**src/rtl/uart_tx_arb_if.sv**
```systemverilog
// Requester byte streams plus the uart_tx byte/send/busy link, grouped for the arbiter.
interface uart_tx_arb_if #(
  parameter int N_REQ  = 4,
  parameter int DATA_W = 8
);
  logic [N_REQ-1:0]        req_valid;
  logic [N_REQ*DATA_W-1:0] req_data;
  logic [N_REQ-1:0]        req_last;
  logic [N_REQ-1:0]        req_ready;
  logic [DATA_W-1:0]       tx_data;
  logic                    tx_send;
  logic                    tx_busy;

  // master: requesters and the transmitter; slave: the arbiter itself
  modport master (
    output req_valid, req_data, req_last, tx_busy,
    input  req_ready, tx_data, tx_send
  );
  modport slave (
    input  req_valid, req_data, req_last, tx_busy,
    output req_ready, tx_data, tx_send
  );
endinterface

```
**src/rtl/uart_tx_arb.sv**
```systemverilog
// Frame-locked round-robin arbiter feeding one uart_tx; accept at T gives tx_send at T+1.
// Define UART_ARB_PRIO_EN to make requester 0 win every unlocked arbitration.
module uart_tx_arb #(
  parameter int N_REQ     = 4,
  parameter int DATA_W    = 8,
  parameter int MAX_FRAME = 16,
  localparam int ID_W     = (N_REQ > 1) ? $clog2(N_REQ) : 1
) (
  input  logic            clock,
  input  logic            rst,
  uart_tx_arb_if.slave    bus,
  output logic            grant_valid,
  output logic [ID_W-1:0] grant_id,
  output logic            frame_cut
);

  localparam int               CNT_W     = (MAX_FRAME > 0) ? $clog2(MAX_FRAME + 1) : 1;
  localparam logic [CNT_W-1:0] MAX_CNT   = CNT_W'(MAX_FRAME);
  localparam logic [ID_W-1:0]  LAST_INIT = ID_W'(N_REQ - 1);

  typedef enum logic [2:0] {IDLE, HOLD, KICK, WAIT_BUSY, WAIT_DONE} state_t;

  state_t            state_q, state_d;
  logic [DATA_W-1:0] tx_data_q, tx_data_d;
  logic              tx_send_q, tx_send_d;
  logic              grant_valid_q, grant_valid_d;
  logic [ID_W-1:0]   grant_id_q, grant_id_d;
  logic [ID_W-1:0]   last_grant_q, last_grant_d;
  logic              last_q, last_d;
  logic [CNT_W-1:0]  cnt_q, cnt_d;
  logic              frame_cut_q, frame_cut_d;

  logic              accept;
  logic [ID_W-1:0]   win;
  logic [ID_W:0]     pick;

  // Scan from last_grant+N_REQ down to last_grant+1 so the nearest valid requester wins.
  function automatic logic [ID_W:0] rr_pick(input logic [N_REQ-1:0] vld,
                                            input logic [ID_W-1:0]  last);
    logic [ID_W-1:0] cand;
    logic [ID_W:0]   res;
    res = '0;
    for (int k = N_REQ; k >= 1; k--) begin
      cand = ID_W'((int'(last) + k) % N_REQ);
      if (vld[cand]) res = {1'b1, cand};
    end
`ifdef UART_ARB_PRIO_EN
    if (vld[0]) res = {1'b1, {ID_W{1'b0}}};
`endif
    return res;
  endfunction

  assign pick = rr_pick(bus.req_valid, last_grant_q);

  always_comb begin
    state_d       = state_q;
    tx_data_d     = tx_data_q;
    tx_send_d     = 1'b0;
    grant_valid_d = grant_valid_q;
    grant_id_d    = grant_id_q;
    last_grant_d  = last_grant_q;
    last_d        = last_q;
    cnt_d         = cnt_q;
    frame_cut_d   = 1'b0;
    accept        = 1'b0;
    win           = grant_id_q;

    case (state_q)
      IDLE: begin
        if (!bus.tx_busy && pick[ID_W]) begin
          accept = 1'b1;
          win    = pick[ID_W-1:0];
          cnt_d  = CNT_W'(1);
        end
      end
      HOLD: begin
        if (!bus.tx_busy && bus.req_valid[grant_id_q]) begin
          accept = 1'b1;
          win    = grant_id_q;
          if (MAX_FRAME != 0 && cnt_q != MAX_CNT) cnt_d = cnt_q + CNT_W'(1);
        end
      end
      KICK:      state_d = WAIT_BUSY;
      WAIT_BUSY: if (bus.tx_busy) state_d = WAIT_DONE;
      WAIT_DONE: begin
        if (!bus.tx_busy) begin
          if (last_q || (MAX_FRAME != 0 && cnt_q == MAX_CNT)) begin
            state_d       = IDLE;
            grant_valid_d = 1'b0;
            cnt_d         = '0;
            frame_cut_d   = !last_q;
`ifdef UART_ARB_PRIO_EN
            // requester 0 sits outside the rotation among the others
            if (grant_id_q != '0) last_grant_d = grant_id_q;
`else
            last_grant_d  = grant_id_q;
`endif
          end else begin
            state_d = HOLD;
          end
        end
      end
      default: state_d = IDLE;
    endcase

    // Never accept in the reset cycle: the byte would be lost.
    if (rst) accept = 1'b0;

    if (accept) begin
      tx_data_d     = bus.req_data[int'(win)*DATA_W +: DATA_W];
      last_d        = bus.req_last[win];
      grant_id_d    = win;
      grant_valid_d = 1'b1;
      tx_send_d     = 1'b1;
      state_d       = KICK;
    end
  end

  always_ff @(posedge clock) begin
    if (rst) begin
      state_q       <= IDLE;
      tx_data_q     <= '0;
      tx_send_q     <= 1'b0;
      grant_valid_q <= 1'b0;
      grant_id_q    <= '0;
      last_grant_q  <= LAST_INIT;
      last_q        <= 1'b0;
      cnt_q         <= '0;
      frame_cut_q   <= 1'b0;
    end else begin
      state_q       <= state_d;
      tx_data_q     <= tx_data_d;
      tx_send_q     <= tx_send_d;
      grant_valid_q <= grant_valid_d;
      grant_id_q    <= grant_id_d;
      last_grant_q  <= last_grant_d;
      last_q        <= last_d;
      cnt_q         <= cnt_d;
      frame_cut_q   <= frame_cut_d;
    end
  end

  assign bus.req_ready = accept ? (N_REQ'(1) << win) : '0;
  assign bus.tx_data   = tx_data_q;
  assign bus.tx_send   = tx_send_q;
  assign grant_valid   = grant_valid_q;
  assign grant_id      = grant_id_q;
  assign frame_cut     = frame_cut_q;

endmodule

```
**src/flat_wrapper.sv**
```systemverilog
// flat-port wrapper written by rule: the top's interface ports become plain ports
module uart_tx_arb_flat 
#(
  parameter int N_REQ     = 4,
  parameter int DATA_W    = 8,
  parameter int MAX_FRAME = 16,
  localparam int ID_W     = (N_REQ > 1) ? $clog2(N_REQ) : 1
)
  (clock, rst, grant_valid, grant_id, frame_cut, bus_req_valid, bus_req_data, bus_req_last, bus_tx_busy, bus_req_ready, bus_tx_data, bus_tx_send);
  uart_tx_arb_if #(.N_REQ(N_REQ), .DATA_W(DATA_W)) bus_i ();
  input  logic clock;
  input  logic rst;
  output logic grant_valid;
  output logic [ID_W-1:0] grant_id;
  output logic frame_cut;
  input wire logic [$bits(bus_i.req_valid)-1:0] bus_req_valid;
  input wire logic [$bits(bus_i.req_data)-1:0] bus_req_data;
  input wire logic [$bits(bus_i.req_last)-1:0] bus_req_last;
  input wire logic [$bits(bus_i.tx_busy)-1:0] bus_tx_busy;
  output wire logic [$bits(bus_i.req_ready)-1:0] bus_req_ready;
  output wire logic [$bits(bus_i.tx_data)-1:0] bus_tx_data;
  output wire logic [$bits(bus_i.tx_send)-1:0] bus_tx_send;
  assign bus_i.req_valid = bus_req_valid;
  assign bus_i.req_data = bus_req_data;
  assign bus_i.req_last = bus_req_last;
  assign bus_i.tx_busy = bus_tx_busy;
  assign bus_req_ready = bus_i.req_ready;
  assign bus_tx_data = bus_i.tx_data;
  assign bus_tx_send = bus_i.tx_send;
  uart_tx_arb #(.N_REQ(N_REQ), .DATA_W(DATA_W), .MAX_FRAME(MAX_FRAME)) u_core (.clock(clock), .rst(rst), .bus(bus_i), .grant_valid(grant_valid), .grant_id(grant_id), .frame_cut(frame_cut));
endmodule
```
**config.mk**
```make
export PLATFORM = sky130hd
export DESIGN_NAME = uart_tx_arb_flat
export DESIGN_NICKNAME = d
export VERILOG_FILES = /design/src/rtl/uart_tx_arb_if.sv /design/src/rtl/uart_tx_arb.sv /design/src/flat_wrapper.sv
export SDC_FILE = /design/constraint.sdc
export NUM_CORES = 1
export LEC_CHECK = 0
export ABC_AREA = 1
export CELL_PAD_IN_SITES_DETAIL_PLACEMENT = 1
export CELL_PAD_IN_SITES_GLOBAL_PLACEMENT = 1
export CORE_MARGIN = 2
export CORE_UTILIZATION = 27
export CTS_CLUSTER_SIZE = 12
export DETAILED_ROUTE_END_ITERATION = 12
export MAX_ROUTING_LAYER = met4
export PLACE_DENSITY = 0.78
export SLEW_MARGIN = 20
export SYNTH_ARGS = -nofsm -noshare
export SYNTH_HDL_FRONTEND = slang
export SYNTH_SLANG_ARGS = --single-unit
```
**constraint.sdc**
```tcl
create_clock -name clock -period 1.85 [get_ports clock]
set_input_delay 0.37 -clock clock [delete_from_list [all_inputs] [get_ports clock]]
set_output_delay 0.37 -clock clock [all_outputs]
set_load 0.02 [all_outputs]
```
==> impl_metrics.json, run 1 <==
{
  "final-max-slew-violation-count": 0,
  "final_common_cell": "nand3_1",
  "hp-start": "u_core.bus.tx_data[7]$_SDFFE_PP0P_",
  "start_util": 0.2820,
  "place_ws_ps": -1162,
  "maxSlewHeadroom": 0.8032,
  "period_share": 1.246,
  "synth_nets": 308,
  "clk_path_buf_depth": 2,
  "place_congestion": 0.8418,
  "syn_to_final_growth_pct": 73.33,
  "grt_pass1_wl_um": 10810,
  "ioPinCount": 60,
  "dpl.cell_count": 433,
  "ys_seq_elements": 24,
  "reg2reg_from": "u_core.last_grant_q[0]$_SDFFE_PP1P_",
  "ys_seq_area_frac": 0.2844,
  "clock_sinks": 24,
  "nets": 412,
  "globalRouteOverflowTotal": 0,
  "synth.distinct_cells": 29,
  "rows": 28,
  "wl_per_cell_um": 14.18,
  "tightest_slew_ps": 294.0,
  "viasPerCell": 4.871,
  "htree_levels": 1,
  "stdcell_count": 441,
  "first_global_vias": 2364,
  "syn_area_um2": 1689,
  "clkTransAtPathRegs_ps": 90,
  "fin_skew_ps": 3.526,
  "grt_max_degree": 19,
  "antenna_cells_inserted": 0,
  "max_freq_mhz": 433.7,
  "drt_iter0_drc": 66,
  "antenna_found_initial": 0,
  "total_leakage_power_nw": 1.326,
  "status": "finished, violations left",
  "ir_drop_mv": 0.3293,
  "synth.avg_cell_area_um2": 6.423,
  "rsz0062_at_grt": "yes",
  "port_buffers": 59,
  "yosys_warnings": 0,
  "synthCells": 263,
  "clock_latency_ps": 280,
  "powerDensity_nw_per_um2": 646.4,
  "cp.arrival_ps": 1940,
  "final_antenna_net_count": 0,
  "fin_tns_setup_ps": -1788,
  "max-cap-violations": 0,
  "coreArea_um2": 5991,
  "end_kind": "output port",
  "critPathLaunch": "u_core.last_grant_q[0]$_SDFFE_PP1P_",
  "finalHoldViolations": 0,
  "first_pass_iters": 4,
  "vias": 2148,
  "postCtsHoldBufs": 0,
  "die_area_um2": 6905,
  "dp_hpwl_um": 4875,
  "cts_made_buffers": 3,
  "path_class": "flip-flop to output port",
  "root_buffer": "clkbuf_8",
  "r2r_setup_slack_ps": -60,
  "die_w_um": 83.10,
  "finalSetupViolations": 8,
  "min_period_ps": 2306,
  "timing.final.ws_setup_ps": -455.7,
  "fin_util": 0.4887,
  "violations": "setup timing",
  "chipHeight_um": 83.10,
  "mostFrequentLayoutCells": "nand3_1, nand2_1, clkdlybuf4s50_1",
  "critPathRequiredTime_ps": 1480,
  "cp_max_fo": 5,
  "drc_errors": 0,
  "grt_usage": 0.1947,
  "wirelength_um": 6254,
  "fin_total_pwr_mw": 1.892,
  "holdCritPathClass": "flip-flop to flip-flop",
  "drive_gt1_frac": 0.3060,
  "cp-start-kind": "flip-flop",
  "cts_tree": "yes",
  "num-fill-cells": 762
}
-- power by group --
part	internal [mW]	leakage [nW]	total, mW	switching (mW)
logic	0.430	1.10	0.911	0.480
registers	0.567	0.197	0.601	0.0336
clock network	0.191	0.0288	0.381	0.190
total	1.19	1.33	1.89	0.704
-- layout make-up --
class | count | area (um^2) | share of cell area
Timing Repair Buffer | 106 | 996.0 | 0.3402
Inverter | 31 | 133.9 | 0.04573
Tap cell | 75 | 93.84 | 0.03205
Sequential cell | 24 | 488.0 | 0.1667
Multi-Input combinational cell | 201 | 1161 | 0.3966
Clock buffer | 4 | 55.05 | 0.01880
-- cell usage after synthesis, drive strengths merged --
master,instances,share of area
nor2,14,0.037
nor3,8,0.033
ha,2,0.015
buf,6,0.036
nand4,1,0.0037
a21oi,9,0.027
a211oi,1,0.0044
o22ai,1,0.0037
clkbuf,1,0.0022
inv,31,0.070
nand3,70,0.23
a221oi,1,0.0089
xnor2,1,0.0052
dfxtp,24,0.28
o21ai,8,0.026
nand2,82,0.20
o211ai,3,0.013
-- state kept, by name, summed over array words and instances (netlist names) --
name / cells
u_core.cnt_q: 5
u_core.grant_id: 2
u_core.last_grant_q: 2
u_core.state_q: 3
u_core.last_q: 1
u_core.bus.tx_data: 8
u_core.grant_valid: 1
u_core.bus.tx_send: 1
u_core.frame_cut: 1
-- through the flow --
stage	hold WS [ps]	cell area (um^2)
after floorplan	425.6	1757
after global placement	440.5	2734
after detailed placement	440.7	2734
after CTS	457.2	2903
after global routing	475.2	2928
final	453.0	2928
-- cell families (layout without fill, tap and decap cells) --
logic type | after synthesis | count (layout) | share of synthesized area
AO/OA/AOI/OAI | 23 | 23 | 0.08296
XOR/XNOR | 1 | 1 | 0.005186
adder cells (fa/ha/maj) | 2 | 2 | 0.01481
buffers and inverters | 38 | 141 | 0.1081
flip-flops | 24 | 24 | 0.2844
AND/OR/NAND/NOR | 175 | 175 | 0.5044
-- critical path, cell delays in order, from the launching register on --
cell and delay, ps:
dfxtp_4 390, buf_12 140, o21ai_4 160, nor2_2 50, nand2_2 90, nand3_4 70
buf_6 140, nand2_2 130, nand2_8 90, buf_4 150, nor2_4 90, buf_4 140
-- final timing paths --
check                                            end  cells past startpoint
hold reg to reg   u_core.bus.tx_data[7]$_SDFFE_PP0P_                      2
hold / removal    u_core.bus.tx_data[7]$_SDFFE_PP0P_                      2
setup reg to reg  u_core.bus.tx_data[6]$_SDFFE_PP0P_                     13
setup / recovery                    bus_req_ready[3]                     11
-- routing by layer --
metal | wire length [um] | vias up | global-route usage
li1 | - | 1077 | -
met1 | 2612 | 1011 | 0.2215
met2 | 3258 | 52 | 0.3563
met3 | 255 | 8 | 0.03280
met4 | 127 | 0 | 0.04322
met5 | 0 | - | -
-- timing repair --
action                     CTS  global route
setup endpoints to repair   16            18
pin swaps                   12             4
resized for setup           53             8
setup buffers                5             2
cloned                       0             0
Power figures use the tool's default switching activity.
==> run 2: changes to the inputs <==
--- a/config.mk
+++ b/config.mk
@@ -6,6 +6,7 @@
 export NUM_CORES = 1
 export LEC_CHECK = 0
 export ABC_AREA = 1
+export CAP_MARGIN = 30
 export CELL_PAD_IN_SITES_DETAIL_PLACEMENT = 1
 export CELL_PAD_IN_SITES_GLOBAL_PLACEMENT = 1
 export CORE_MARGIN = 2
==> results of run 2 <==
The final DEF is identical to that of run 1; final timing and power are the same.
